File: config.mk
export PLATFORM = sky130hd
export DESIGN_NAME = mem_bus_arbiter_flat
export DESIGN_NICKNAME = d
export VERILOG_FILES = /design/src/rtl/mem_bus_arbiter_if.sv /design/src/rtl/mem_bus_arbiter.sv /design/src/flat_wrapper.sv
export SDC_FILE = /design/constraint.sdc
export NUM_CORES = 1
export LEC_CHECK = 0
export CORE_MARGIN = 2
export CORE_UTILIZATION = 25
export DETAILED_ROUTE_END_ITERATION = 10
export PLACE_DENSITY = 0.61
export SLEW_MARGIN = 20
export SYNTH_ARGS = -nofsm -noshare
export SYNTH_HDL_FRONTEND = slang
export SYNTH_SLANG_ARGS = --single-unit
File: constraint.sdc
create_clock -name clk -period 1.8 [get_ports clk]
set_clock_uncertainty 0.2 [all_clocks]
set_input_delay 0.45 -clock clk [delete_from_list [all_inputs] [get_ports clk]]
set_output_delay 0.45 -clock clk [all_outputs]
set_load 0.01 [all_outputs]
File: src/rtl/mem_bus_arbiter_if.sv
// -----------------------------------------------------------------------------
// mem_bus_arbiter_if
//   Bundles the three buses seen by mem_bus_arbiter:
//     - instruction-fetch requester: if_req/if_addr in, if_rdata/if_ack out
//     - data (load/store) requester: dm_req/dm_we/dm_sel/dm_addr/dm_wdata in,
//       dm_rdata/dm_ack out
//     - single-port synchronous memory: mem_ce/mem_we/mem_sel/mem_addr/
//       mem_wdata out, mem_rdata in
//     - stallreq_o to the pipeline controller
//   Modports:
//     slave  : the arbiter's view (requests in, acks and memory controls out)
//     master : the surrounding system's view (requesters, memory, controller)
// -----------------------------------------------------------------------------
interface mem_bus_arbiter_if #(
    parameter int ADDR_W = 32,
    parameter int DATA_W = 32
);
    logic              if_req;
    logic [ADDR_W-1:0] if_addr;
    logic [DATA_W-1:0] if_rdata;
    logic              if_ack;

    logic              dm_req;
    logic              dm_we;
    logic [3:0]        dm_sel;
    logic [ADDR_W-1:0] dm_addr;
    logic [DATA_W-1:0] dm_wdata;
    logic [DATA_W-1:0] dm_rdata;
    logic              dm_ack;

    logic              mem_ce;
    logic              mem_we;
    logic [3:0]        mem_sel;
    logic [ADDR_W-1:0] mem_addr;
    logic [DATA_W-1:0] mem_wdata;
    logic [DATA_W-1:0] mem_rdata;

    logic              stallreq_o;

    modport slave (
        input  if_req, if_addr,
        input  dm_req, dm_we, dm_sel, dm_addr, dm_wdata,
        input  mem_rdata,
        output if_rdata, if_ack,
        output dm_rdata, dm_ack,
        output mem_ce, mem_we, mem_sel, mem_addr, mem_wdata,
        output stallreq_o
    );

    modport master (
        output if_req, if_addr,
        output dm_req, dm_we, dm_sel, dm_addr, dm_wdata,
        output mem_rdata,
        input  if_rdata, if_ack,
        input  dm_rdata, dm_ack,
        input  mem_ce, mem_we, mem_sel, mem_addr, mem_wdata,
        input  stallreq_o
    );
endinterface

File: src/rtl/mem_bus_arbiter.sv
// -----------------------------------------------------------------------------
// mem_bus_arbiter
//   Shares one single-port synchronous memory between the instruction-fetch
//   port and the load/store port of the core. Each access runs
//   IDLE -> ISSUE -> WAIT -> DONE: the winner's attributes are registered in
//   IDLE, mem_ce pulses in ISSUE, WAIT counts MEM_LAT cycles and captures
//   mem_rdata, DONE pulses the owner's ack.
//   The data port wins ties, except that after two data grants taken while a
//   fetch was waiting, the fetch wins the next arbitration.
// Ports:
//   clk  - system clock, all state on the rising edge
//   rst  - synchronous reset, active-high; abandons any access in flight
//   bus  - mem_bus_arbiter_if.slave (fetch port, data port, memory port,
//          stallreq_o)
// Parameters:
//   ADDR_W, DATA_W - bus widths
//   MEM_LAT        - cycles from mem_ce to valid mem_rdata, 1..4
// -----------------------------------------------------------------------------
module mem_bus_arbiter #(
    parameter int ADDR_W  = 32,
    parameter int DATA_W  = 32,
    parameter int MEM_LAT = 1
) (
    input logic               clk,
    input logic               rst,
    mem_bus_arbiter_if.slave  bus
);
    typedef enum logic [1:0] {IDLE, ISSUE, WAIT, DONE} state_t;
    typedef enum logic {OWN_IF, OWN_DM} owner_t;

    state_t            state;
    state_t            state_next;
    owner_t            owner;
    logic              grant_dm;
    logic              grant_if;
    logic [1:0]        fair_cnt;
    logic [2:0]        lat_cnt;

    logic              mem_we_q;
    logic [3:0]        mem_sel_q;
    logic [ADDR_W-1:0] mem_addr_q;
    logic [DATA_W-1:0] mem_wdata_q;
    logic [DATA_W-1:0] if_rdata_q;
    logic [DATA_W-1:0] dm_rdata_q;
    logic              if_ack;
    logic              dm_ack;

    // State register.
    always_ff @(posedge clk) begin
        // NOTE: sequential state uses non-blocking assignments so every
        // register samples the pre-edge value of every other register.
        if (rst) state <= IDLE;
        else     state <= state_next;
    end

    // Next-state and arbitration decision.
    always_comb begin
        // NOTE: every output of this block gets a default first, so no path
        // leaves a variable unassigned and no latch is inferred.
        state_next = state;
        grant_dm   = 1'b0;
        grant_if   = 1'b0;
        unique case (state)
            IDLE: begin
                // Data port wins unless a fetch has already waited through
                // two data grants.
                if (bus.dm_req && !(bus.if_req && fair_cnt == 2'd2)) begin
                    grant_dm   = 1'b1;
                    state_next = ISSUE;
                end else if (bus.if_req) begin
                    grant_if   = 1'b1;
                    state_next = ISSUE;
                end
            end
            ISSUE:   state_next = WAIT;
            // lat_cnt == 1 is the cycle in which the decrement reaches zero.
            WAIT:    if (lat_cnt == 3'd1) state_next = DONE;
            DONE:    state_next = IDLE;
            default: state_next = IDLE;
        endcase
    end

    // Datapath: memory attributes, fairness, latency and read-data capture.
    always_ff @(posedge clk) begin
        if (rst) begin
            owner       <= OWN_IF;
            fair_cnt    <= 2'd0;
            lat_cnt     <= 3'd0;
            mem_we_q    <= 1'b0;
            mem_sel_q   <= 4'd0;
            mem_addr_q  <= '0;
            mem_wdata_q <= '0;
            if_rdata_q  <= '0;
            dm_rdata_q  <= '0;
        end else begin
            if (grant_dm) begin
                owner       <= OWN_DM;
                mem_we_q    <= bus.dm_we;
                mem_sel_q   <= bus.dm_sel;
                mem_addr_q  <= bus.dm_addr;
                mem_wdata_q <= bus.dm_wdata;
                if (bus.if_req && fair_cnt != 2'd2) fair_cnt <= fair_cnt + 2'd1;
            end else if (grant_if) begin
                // Fetches are always full-word reads.
                owner       <= OWN_IF;
                mem_we_q    <= 1'b0;
                mem_sel_q   <= 4'b1111;
                mem_addr_q  <= bus.if_addr;
                mem_wdata_q <= '0;
                fair_cnt    <= 2'd0;
            end

            if (state == ISSUE) begin
                lat_cnt <= 3'(MEM_LAT);
            end else if (state == WAIT) begin
                lat_cnt <= lat_cnt - 3'd1;
                if (lat_cnt == 3'd1) begin
                    if (owner == OWN_IF)  if_rdata_q <= bus.mem_rdata;
                    else if (!mem_we_q)   dm_rdata_q <= bus.mem_rdata;
                end
            end
        end
    end

    assign if_ack = (state == DONE) && (owner == OWN_IF);
    assign dm_ack = (state == DONE) && (owner == OWN_DM);

    assign bus.if_ack     = if_ack;
    assign bus.dm_ack     = dm_ack;
    assign bus.if_rdata   = if_rdata_q;
    assign bus.dm_rdata   = dm_rdata_q;
    assign bus.mem_ce     = (state == ISSUE);
    assign bus.mem_we     = mem_we_q;
    assign bus.mem_sel    = mem_sel_q;
    assign bus.mem_addr   = mem_addr_q;
    assign bus.mem_wdata  = mem_wdata_q;
    assign bus.stallreq_o = (bus.if_req & ~if_ack) | (bus.dm_req & ~dm_ack);
endmodule
File: src/flat_wrapper.sv
// flat-port wrapper written by rule: the top's interface ports become plain ports
module mem_bus_arbiter_flat 
#(
    parameter int ADDR_W  = 32,
    parameter int DATA_W  = 32,
    parameter int MEM_LAT = 1
)
  (clk, rst, bus_if_req, bus_if_addr, bus_dm_req, bus_dm_we, bus_dm_sel, bus_dm_addr, bus_dm_wdata, bus_mem_rdata, bus_if_rdata, bus_if_ack, bus_dm_rdata, bus_dm_ack, bus_mem_ce, bus_mem_we, bus_mem_sel, bus_mem_addr, bus_mem_wdata, bus_stallreq_o);
  mem_bus_arbiter_if #(.ADDR_W(ADDR_W), .DATA_W(DATA_W)) bus_i ();
  input logic clk;
  input logic rst;
  input wire logic [$bits(bus_i.if_req)-1:0] bus_if_req;
  input wire logic [$bits(bus_i.if_addr)-1:0] bus_if_addr;
  input wire logic [$bits(bus_i.dm_req)-1:0] bus_dm_req;
  input wire logic [$bits(bus_i.dm_we)-1:0] bus_dm_we;
  input wire logic [$bits(bus_i.dm_sel)-1:0] bus_dm_sel;
  input wire logic [$bits(bus_i.dm_addr)-1:0] bus_dm_addr;
  input wire logic [$bits(bus_i.dm_wdata)-1:0] bus_dm_wdata;
  input wire logic [$bits(bus_i.mem_rdata)-1:0] bus_mem_rdata;
  output wire logic [$bits(bus_i.if_rdata)-1:0] bus_if_rdata;
  output wire logic [$bits(bus_i.if_ack)-1:0] bus_if_ack;
  output wire logic [$bits(bus_i.dm_rdata)-1:0] bus_dm_rdata;
  output wire logic [$bits(bus_i.dm_ack)-1:0] bus_dm_ack;
  output wire logic [$bits(bus_i.mem_ce)-1:0] bus_mem_ce;
  output wire logic [$bits(bus_i.mem_we)-1:0] bus_mem_we;
  output wire logic [$bits(bus_i.mem_sel)-1:0] bus_mem_sel;
  output wire logic [$bits(bus_i.mem_addr)-1:0] bus_mem_addr;
  output wire logic [$bits(bus_i.mem_wdata)-1:0] bus_mem_wdata;
  output wire logic [$bits(bus_i.stallreq_o)-1:0] bus_stallreq_o;
  assign bus_i.if_req = bus_if_req;
  assign bus_i.if_addr = bus_if_addr;
  assign bus_i.dm_req = bus_dm_req;
  assign bus_i.dm_we = bus_dm_we;
  assign bus_i.dm_sel = bus_dm_sel;
  assign bus_i.dm_addr = bus_dm_addr;
  assign bus_i.dm_wdata = bus_dm_wdata;
  assign bus_i.mem_rdata = bus_mem_rdata;
  assign bus_if_rdata = bus_i.if_rdata;
  assign bus_if_ack = bus_i.if_ack;
  assign bus_dm_rdata = bus_i.dm_rdata;
  assign bus_dm_ack = bus_i.dm_ack;
  assign bus_mem_ce = bus_i.mem_ce;
  assign bus_mem_we = bus_i.mem_we;
  assign bus_mem_sel = bus_i.mem_sel;
  assign bus_mem_addr = bus_i.mem_addr;
  assign bus_mem_wdata = bus_i.mem_wdata;
  assign bus_stallreq_o = bus_i.stallreq_o;
  mem_bus_arbiter #(.ADDR_W(ADDR_W), .DATA_W(DATA_W), .MEM_LAT(MEM_LAT)) u_core (.clk(clk), .rst(rst), .bus(bus_i));
endmodule
==> impl_metrics.json, run 1 <==
{
  "status": "finished with violations",
  "violations": "negative setup slack",
  "antenna_found_initial": 0,
  "io_pins": 274,
  "holdCritPathClass": "in2reg",
  "cts_max_level": 4,
  "die_w_um": 159,
  "cts.sink_count": 141,
  "cp_slowest_cell": "dfxtp_2",
  "grt_pass1_wl_mm": 35.6,
  "diodes": 0,
  "cp_num_buf_inv": 5,
  "synth_warnings": 0,
  "async_flop_share_pct": 0,
  "gr-usage-all-layers_pct": 17.7,
  "cts.path.max_buffers": 2,
  "cts_root_buffer": "clkbuf_16",
  "ys_ff_latch": 141,
  "synthFlopType": "dfxtp_1",
  "clk_latency_ns": 0.41,
  "fmax_ghz": 0.518,
  "multi_input_area_sq_um": 4130,
  "grt_start_max_net_pins": 82,
  "area_growth_pct": 101,
  "synth_cell_types": 32,
  "cts_tree": "done",
  "crit_type": "reg2reg",
  "crit_top_cell": "buf_6",
  "min_period_over_period_pct": 107,
  "wl_per_cell_um": 18.4,
  "internal-power_uw": 9550,
  "regArea_sq_um": 2830,
  "crit_fanout": 8,
  "die_h_um": 159,
  "avgSynthCellArea_sq_um": 9.21,
  "synth-edff-count": 0,
  "combPwrFrac_pct": 47.5,
  "fin_nets": 1133,
  "setup_viol": 75,
  "fp.coreArea_sq_um": 23600,
  "hold_buffers": 0,
  "final_cells": 1321,
  "critPathTopFamily": "buffers and inverters",
  "hold_violations": 0,
  "setup_slack_ns": -0.131,
  "finalInstanceArea_sq_um": 12100,
  "syn_inst": 655,
  "power.share.clock_pct": 25.8,
  "dieArea_sq_um": 25400,
  "dr_total_vias": 6267,
  "dpl.hpwl_mm": 14.2,
  "rsz0062_at_grt": "true",
  "power.density_nw_per_um2": 1220,
  "final_layout_size_suffix_gt1_share_pct": 34.0,
  "crit_required_ns": 1.92,
  "drc": 0,
  "clk_pin_slew_ns": 0.07,
  "arrival_ns": 2.05,
  "tightestPinTransition_ns": 0.445,
  "drv_slew": 0,
  "grt-ovfl-total": 0,
  "power_frac_seq_pct": 26.7,
  "ant_nets": 0,
  "numPortBuffers": 273,
  "numCtsBuffers": 17,
  "drtIter0Drc": 252,
  "switching_share_pct": 35.4,
  "path_cells": "buf_6, inv_4, buf_6, ha_4, buf_6, o21a_4, clkbuf_16, nor2_4, a2111oi_4",
  "postPlaceCellArea_sq_um": 9990,
  "gp_congestion": 0.826,
  "relSlewSlack_pct": 70.2,
  "num_rows": 56,
  "switchingPower_uw": 5230,
  "fill_cells": 2191,
  "dp_cells": 1253,
  "critical-path-max-stage-delay_ns": 0.33,
  "start_util_pct": 25.6,
  "first_pass_iters": 4,
  "fin_crit_ns": 1.93,
  "synth_nets": 799,
  "cp-start-kind": "flop",
  "holdWs_ns": 0.202,
  "peakVddDrop_mv": 0.566,
  "p_total_uw": 14800,
  "wirelength_mm": 24.3,
  "grt_pass1_vias": 6132,
  "end_kind": "flop",
  "leakage_uw": 0.00503,
  "pre_cts_ws_ns": -0.598,
  "vias_per_cell": 4.74,
  "synth_sequential_area_ratio_pct": 46.8,
  "maxCapViolCount": 0,
  "syn-cell-area_sq_um": 6030
}
-- through the flow --
step                setup TNS, ns  utilization (%)
CTS                         -4.81             47.2
detailed placement         -39.44             42.3
global placement           -37.65             42.3
finish                      -3.45             51.4
global route               -12.19             51.4
floorplan                  -0.759                -
-- state kept, by name, summed over array words and instances, names as in the netlist --
register              flops
u_core.state              2
u_core.bus.dm_rdata      32
u_core.bus.if_rdata      32
u_core.bus.mem_sel        4
u_core.owner              1
u_core.fair_cnt           2
u_core.bus.mem_addr      32
u_core.bus.mem_we         1
u_core.bus.mem_wdata     32
u_core.lat_cnt            3
-- power groups by stage --
| stage | Combinational (uW) | Clock [uW] | Sequential [uW] |
|---|---|---|---|
| 6_report | 7020 | 3810 | 3950 |
| 5_1_grt | 7460 | 4070 | 4000 |
| 4_1_cts | 5930 | 3930 | 3890 |
| 3_5_place_dp | 5070 | 0 | 3950 |
| 3_3_place_gp | 5010 | 0 | 3940 |
| 2_1_floorplan | 2550 | 0 | 4140 |
-- path summary, 6_finish.rpt --
check | start | endpoint | slack [ns] | cells past startpoint
worst min register to register | u_core.bus.if_rdata[31]$_SDFFE_PP0P_ | u_core.bus.if_rdata[31]$_SDFFE_PP0P_ | 0.25 | 2
worst max register to register | u_core.state[1]$_SDFFE_PP0P_ | u_core.bus.mem_addr[6]$_SDFFE_PP0P_ | -0.13 | 9
worst max-delay path | u_core.state[1]$_SDFFE_PP0P_ | u_core.bus.mem_addr[6]$_SDFFE_PP0P_ | -0.13 | 9
worst min-delay path | rst | u_core.bus.mem_addr[18]$_SDFFE_PP0P_ | 0.20 | 3
-- synth_stat cells (2+ instances only) --
master     count  area share (%)
buf_6          5            0.93
nand2_1       70             4.4
a32oi_1       33             4.8
nor3_1         2            0.17
buf_1          2            0.12
and2_1         3            0.31
ha_1           7             1.5
inv_1         41             2.6
clkbuf_1      48             3.0
nand2b_1      67             6.9
dfxtp_1      141              47
nand4bb_1      2            0.37
a2111oi_0     39             5.7
mux2i_1       34             5.6
a2111oi_2     26             6.5
nor2_1        74             4.6
buf_2          7            0.58
a21oi_1       35             2.9
a211oi_1       5            0.62
nor4bb_1       2            0.33
-- cells in the final DEF, fill, tap and decap left out, types with 5 or more instances in the layout --
| cell | netlist | routed |
|---|---|---|
| a21oi_1 | 35 | 5 |
| buf_12 | 0 | 18 |
| clkbuf_16 | 0 | 25 |
| buf_6 | 5 | 20 |
| dlygate4sd2_1 | 0 | 135 |
| a32oi_2 | 0 | 16 |
| nand2_2 | 0 | 11 |
| a2111oi_4 | 0 | 33 |
| a32oi_1 | 33 | 17 |
| nor2_2 | 1 | 19 |
| buf_4 | 1 | 51 |
| buf_16 | 0 | 10 |
| dfxtp_1 | 141 | 136 |
| nand2b_1 | 67 | 66 |
| a21oi_2 | 0 | 30 |
| nand2_1 | 70 | 29 |
| nand2_4 | 0 | 30 |
| mux2i_1 | 34 | 34 |
| a2111oi_2 | 26 | 28 |
| clkdlybuf4s50_1 | 0 | 133 |
| nor2_1 | 74 | 52 |
| inv_6 | 0 | 6 |
| inv_1 | 41 | 38 |
-- worst register-to-register path, stage by stage (launching register included) --
cell and delay [ns]:
dfxtp_2 0.33, buf_6 0.12, inv_4 0.05, buf_6 0.08, ha_4 0.18, buf_6 0.11
o21a_4 0.21, clkbuf_16 0.21, nor2_4 0.04, a2111oi_4 0.30
-- area by class of cell --
cell class / count / share of cell area, %
Sequential cell: 141 / 23.3
Timing Repair Buffer: 377 / 32.8
Multi-Input combinational cell: 410 / 34.0
Inverter: 42 / 1.42
Clock buffer: 19 / 3.73
Tap cell: 319 / 3.29
Clock inverter: 13 / 1.44
-- layer usage --
metal	up-vias	GRT usage (%)	routed length, um
li1	2996	-	-
met1	3012	22.9	10500
met2	233	28.8	11700
met3	26	5.78	1770
met4	0	4.01	378
met5	-	0	0
-- cells by family (layout without fill, tap and decap cells) --
kind of cell,count (synthesis),after routing,synth area share (%)
AO/OA/AOI/OAI,142,142,20.9
XOR/XNOR,1,1,0.145
adder cells (fa/ha/maj),7,7,1.45
buffers and inverters,105,451,7.36
flip-flops,141,141,46.8
multiplexers,34,34,5.64
AND/OR/NAND/NOR,225,226,17.7
-- timing repair --
action	CTS	global route
resized for setup	239	179
gates cloned	11	11
buffers inserted	12	3
hold endpoints to repair	0	0
endpoints found under the setup margin	235	138
pin swaps	8	59
No activity file was read; power rests on OpenSTA's default activity.
==> inputs of run 2 (changes only) <==
ABC_AREA = 1   (was not set)
==> impl_metrics.json, run 2 <==
{
  "status": "finished with violations",
  "violations": "negative setup slack",
  "avgSynthCellArea_sq_um": 7.17,
  "num_rows": 56,
  "leakage_uw": 0.00500,
  "fill_cells": 2349,
  "synth_warnings": 0,
  "die_w_um": 159,
  "arrival_ns": 1.28,
  "crit_required_ns": 1.15,
  "gr-usage-all-layers_pct": 15.8,
  "reg2reg_slack_ns": -0.01,
  "synth_mux_area_share_pct": 0,
  "dieArea_sq_um": 25400,
  "min_period_over_period_pct": 107,
  "cts.path.max_buffers": 2,
  "power.density_nw_per_um2": 1250,
  "final_cells": 1486,
  "grt_pass1_wl_mm": 32.6,
  "drv_slew": 0,
  "synth_top_family_by_area": "simple AND/OR/NAND/NOR gates",
  "rsz0062_at_grt": "true",
  "ys_ff_latch": 141,
  "pre_cts_ws_ns": -0.624,
  "r2r_cells": 10,
  "cts.sink_count": 141,
  "holdCritPathClass": "reg2reg",
  "synthXorXnorAreaFrac_pct": 0,
  "synthFlopType": "dfxtp_1",
  "cts_max_level": 4,
  "r2r-start": "u_core.state[0]$_SDFFE_PP0P_",
  "finalInstanceArea_sq_um": 10800,
  "antenna_found_initial": 0,
  "min_to": "u_core.bus.dm_rdata[27]$_SDFFE_PP0P_",
  "cts_tree": "done",
  "diodes": 0,
  "fmax_ghz": 0.517,
  "start_util_pct": 25.6,
  "maxCapViolCount": 0,
  "mostFrequentLayoutCells": "nand2_1 (145), dfxtp_1 (139), clkdlybuf4s50_1 (135)",
  "synth-simple-area-share_pct": 23.6,
  "synth_sequential_area_ratio_pct": 46.8,
  "syn-cell-area_sq_um": 6030,
  "hold_buffers": 0,
  "clk_pin_slew_ns": 0.06,
  "vias_per_cell": 4.45,
  "netlist_top_cells_count": "nand2_1 (150), dfxtp_1 (141), inv_1 (119)",
  "first_pass_iters": 5,
  "ant_nets": 0,
  "crit_fanout": 2,
  "dpl.hpwl_mm": 14.2,
  "synth_most_common_cell": "nand2_1",
  "yosysTopAreaCell": "dfxtp_1",
  "setup_viol": 8,
  "synth_cell_types": 22,
  "min_path_cells": 2,
  "regToRegEndpoint": "u_core.bus.mem_addr[4]$_SDFFE_PP0P_",
  "syn_inst": 842,
  "synth-edff-count": 0,
  "tightestPinTransition_ns": 0.422,
  "wl_per_cell_um": 15.0,
  "crit_type": "reg2out",
  "cp_slowest_cell": "dfxtp_4",
  "cp-start-kind": "flop",
  "layout_commonest_cell": "nand2_1",
  "synthTopCellsByArea": "dfxtp_1 (47%), nand2_1 (9.3%), a21oi_1 (8.5%), inv_1 (7.4%), nand3_1 (5.6%)",
  "synth_nets": 986,
  "peakVddDrop_mv": 0.570,
  "fin_nets": 1299,
  "postPlaceCellArea_sq_um": 9420,
  "drc": 0,
  "synth-compound-area-share_pct": 14.9,
  "numPortBuffers": 273,
  "area_growth_pct": 79.7,
  "final_layout_size_suffix_gt1_share_pct": 17.3,
  "setup_tns_ns": -0.397,
  "grt_start_max_net_pins": 43,
  "die_h_um": 159,
  "fp.coreArea_sq_um": 23600,
  "end_kind": "primary output",
  "clk_latency_ns": 0.41,
  "setup_slack_ns": -0.135,
  "path_cells": "ha_4, inv_4, nor2_4, o21ai_2, buf_2",
  "synth_fa_ha_area_share_pct": 1.45,
  "io_pins": 274,
  "numCtsBuffers": 17,
  "worstHoldStart": "u_core.bus.dm_rdata[27]$_SDFFE_PP0P_",
  "relSlewSlack_pct": 71.9,
  "grt_pass1_vias": 6265,
  "wirelength_mm": 22.2,
  "hold_violations": 0,
  "dr_total_vias": 6609,
  "holdWs_ns": 0.239,
  "cts_root_buffer": "clkbuf_16",
  "grt-ovfl-total": 0,
  "gp_congestion": 0.846,
  "critical-path-max-stage-delay_ns": 0.37,
  "yosysTopAreaCellShare_pct": 46.8,
  "dp_cells": 1422,
  "drtIter0Drc": 341,
  "async_flop_share_pct": 0,
  "fin_crit_ns": 1.93
}
[run 2: area by class of cell]
class	count	area (sq um)	share of cell area (%)
well taps	319	399	3.68
inverters	124	487	4.49
clock inverters	13	155	1.43
flip-flops and latches	141	2830	26.1
clock buffers	18	429	3.96
repair buffers	356	3780	34.9
multi-input cells	515	2770	25.5
[run 2: cells by family after synthesis]
kind of cell               count (synthesis)
and+or+nand+nor                          328
adders and majority gates                  7
DFF                                      141
buffers and inverters                    188
AOI/OAI and AO/OA                        178
[run 2: power breakdown]
| part | internal [uW] | switching [uW] |
|---|---|---|
| combinational | 2830 | 3010 |
| clock | 2070 | 1520 |
| sequential | 3780 | 331 |
[run 2: how the worst max path moves through the flow]
stage / to / from / cells past startpoint
final: bus_stallreq_o / u_core.state[1]$_SDFFE_PP0P_ / 5
after global routing: bus_stallreq_o / u_core.state[1]$_SDFFE_PP0P_ / 5
after CTS: bus_dm_ack / u_core.state[1]$_SDFFE_PP0P_ / 5
after detailed placement: bus_stallreq_o / bus_if_req / 4
after global placement: bus_stallreq_o / bus_if_req / 4
after floorplan: bus_stallreq_o / bus_dm_req / 4
[run 2: what timing repair did]
item / in CTS / in global routing
setup buffers: 0 / 12
resized for setup: 175 / 116
endpoints found under the hold margin: 0 / 0
endpoints found under the setup margin: 217 / 115
pin swaps: 2 / 27
gates cloned: 1 / 22
[run 2: per-layer routing]
layer | routed length (um) | global-route usage [%] | vias up
li1 | - | - | 3335
met1 | 9630 | 18.4 | 3007
met4 | 380 | 4.79 | 0
met5 | 0 | 0 | -
met2 | 10200 | 25.8 | 244
met3 | 2030 | 7.45 | 23
[run 2: stage by stage]
stage	utilization, %	total power [uW]
after floorplan	-	6710
after global placement	39.9	9080
after detailed placement	39.9	9150
after CTS	41.9	12500
after global routing	45.9	14400
final	45.9	13500
[run 2: critical path, delay by kind of cell (launching register included)]
kind                       cells  cell delay, ns
adders and majority gates      1            0.16
AOI/OAI and AO/OA              1            0.06
DFF                            1            0.37
and+or+nand+nor                1            0.12
buffers and inverters          2            0.17
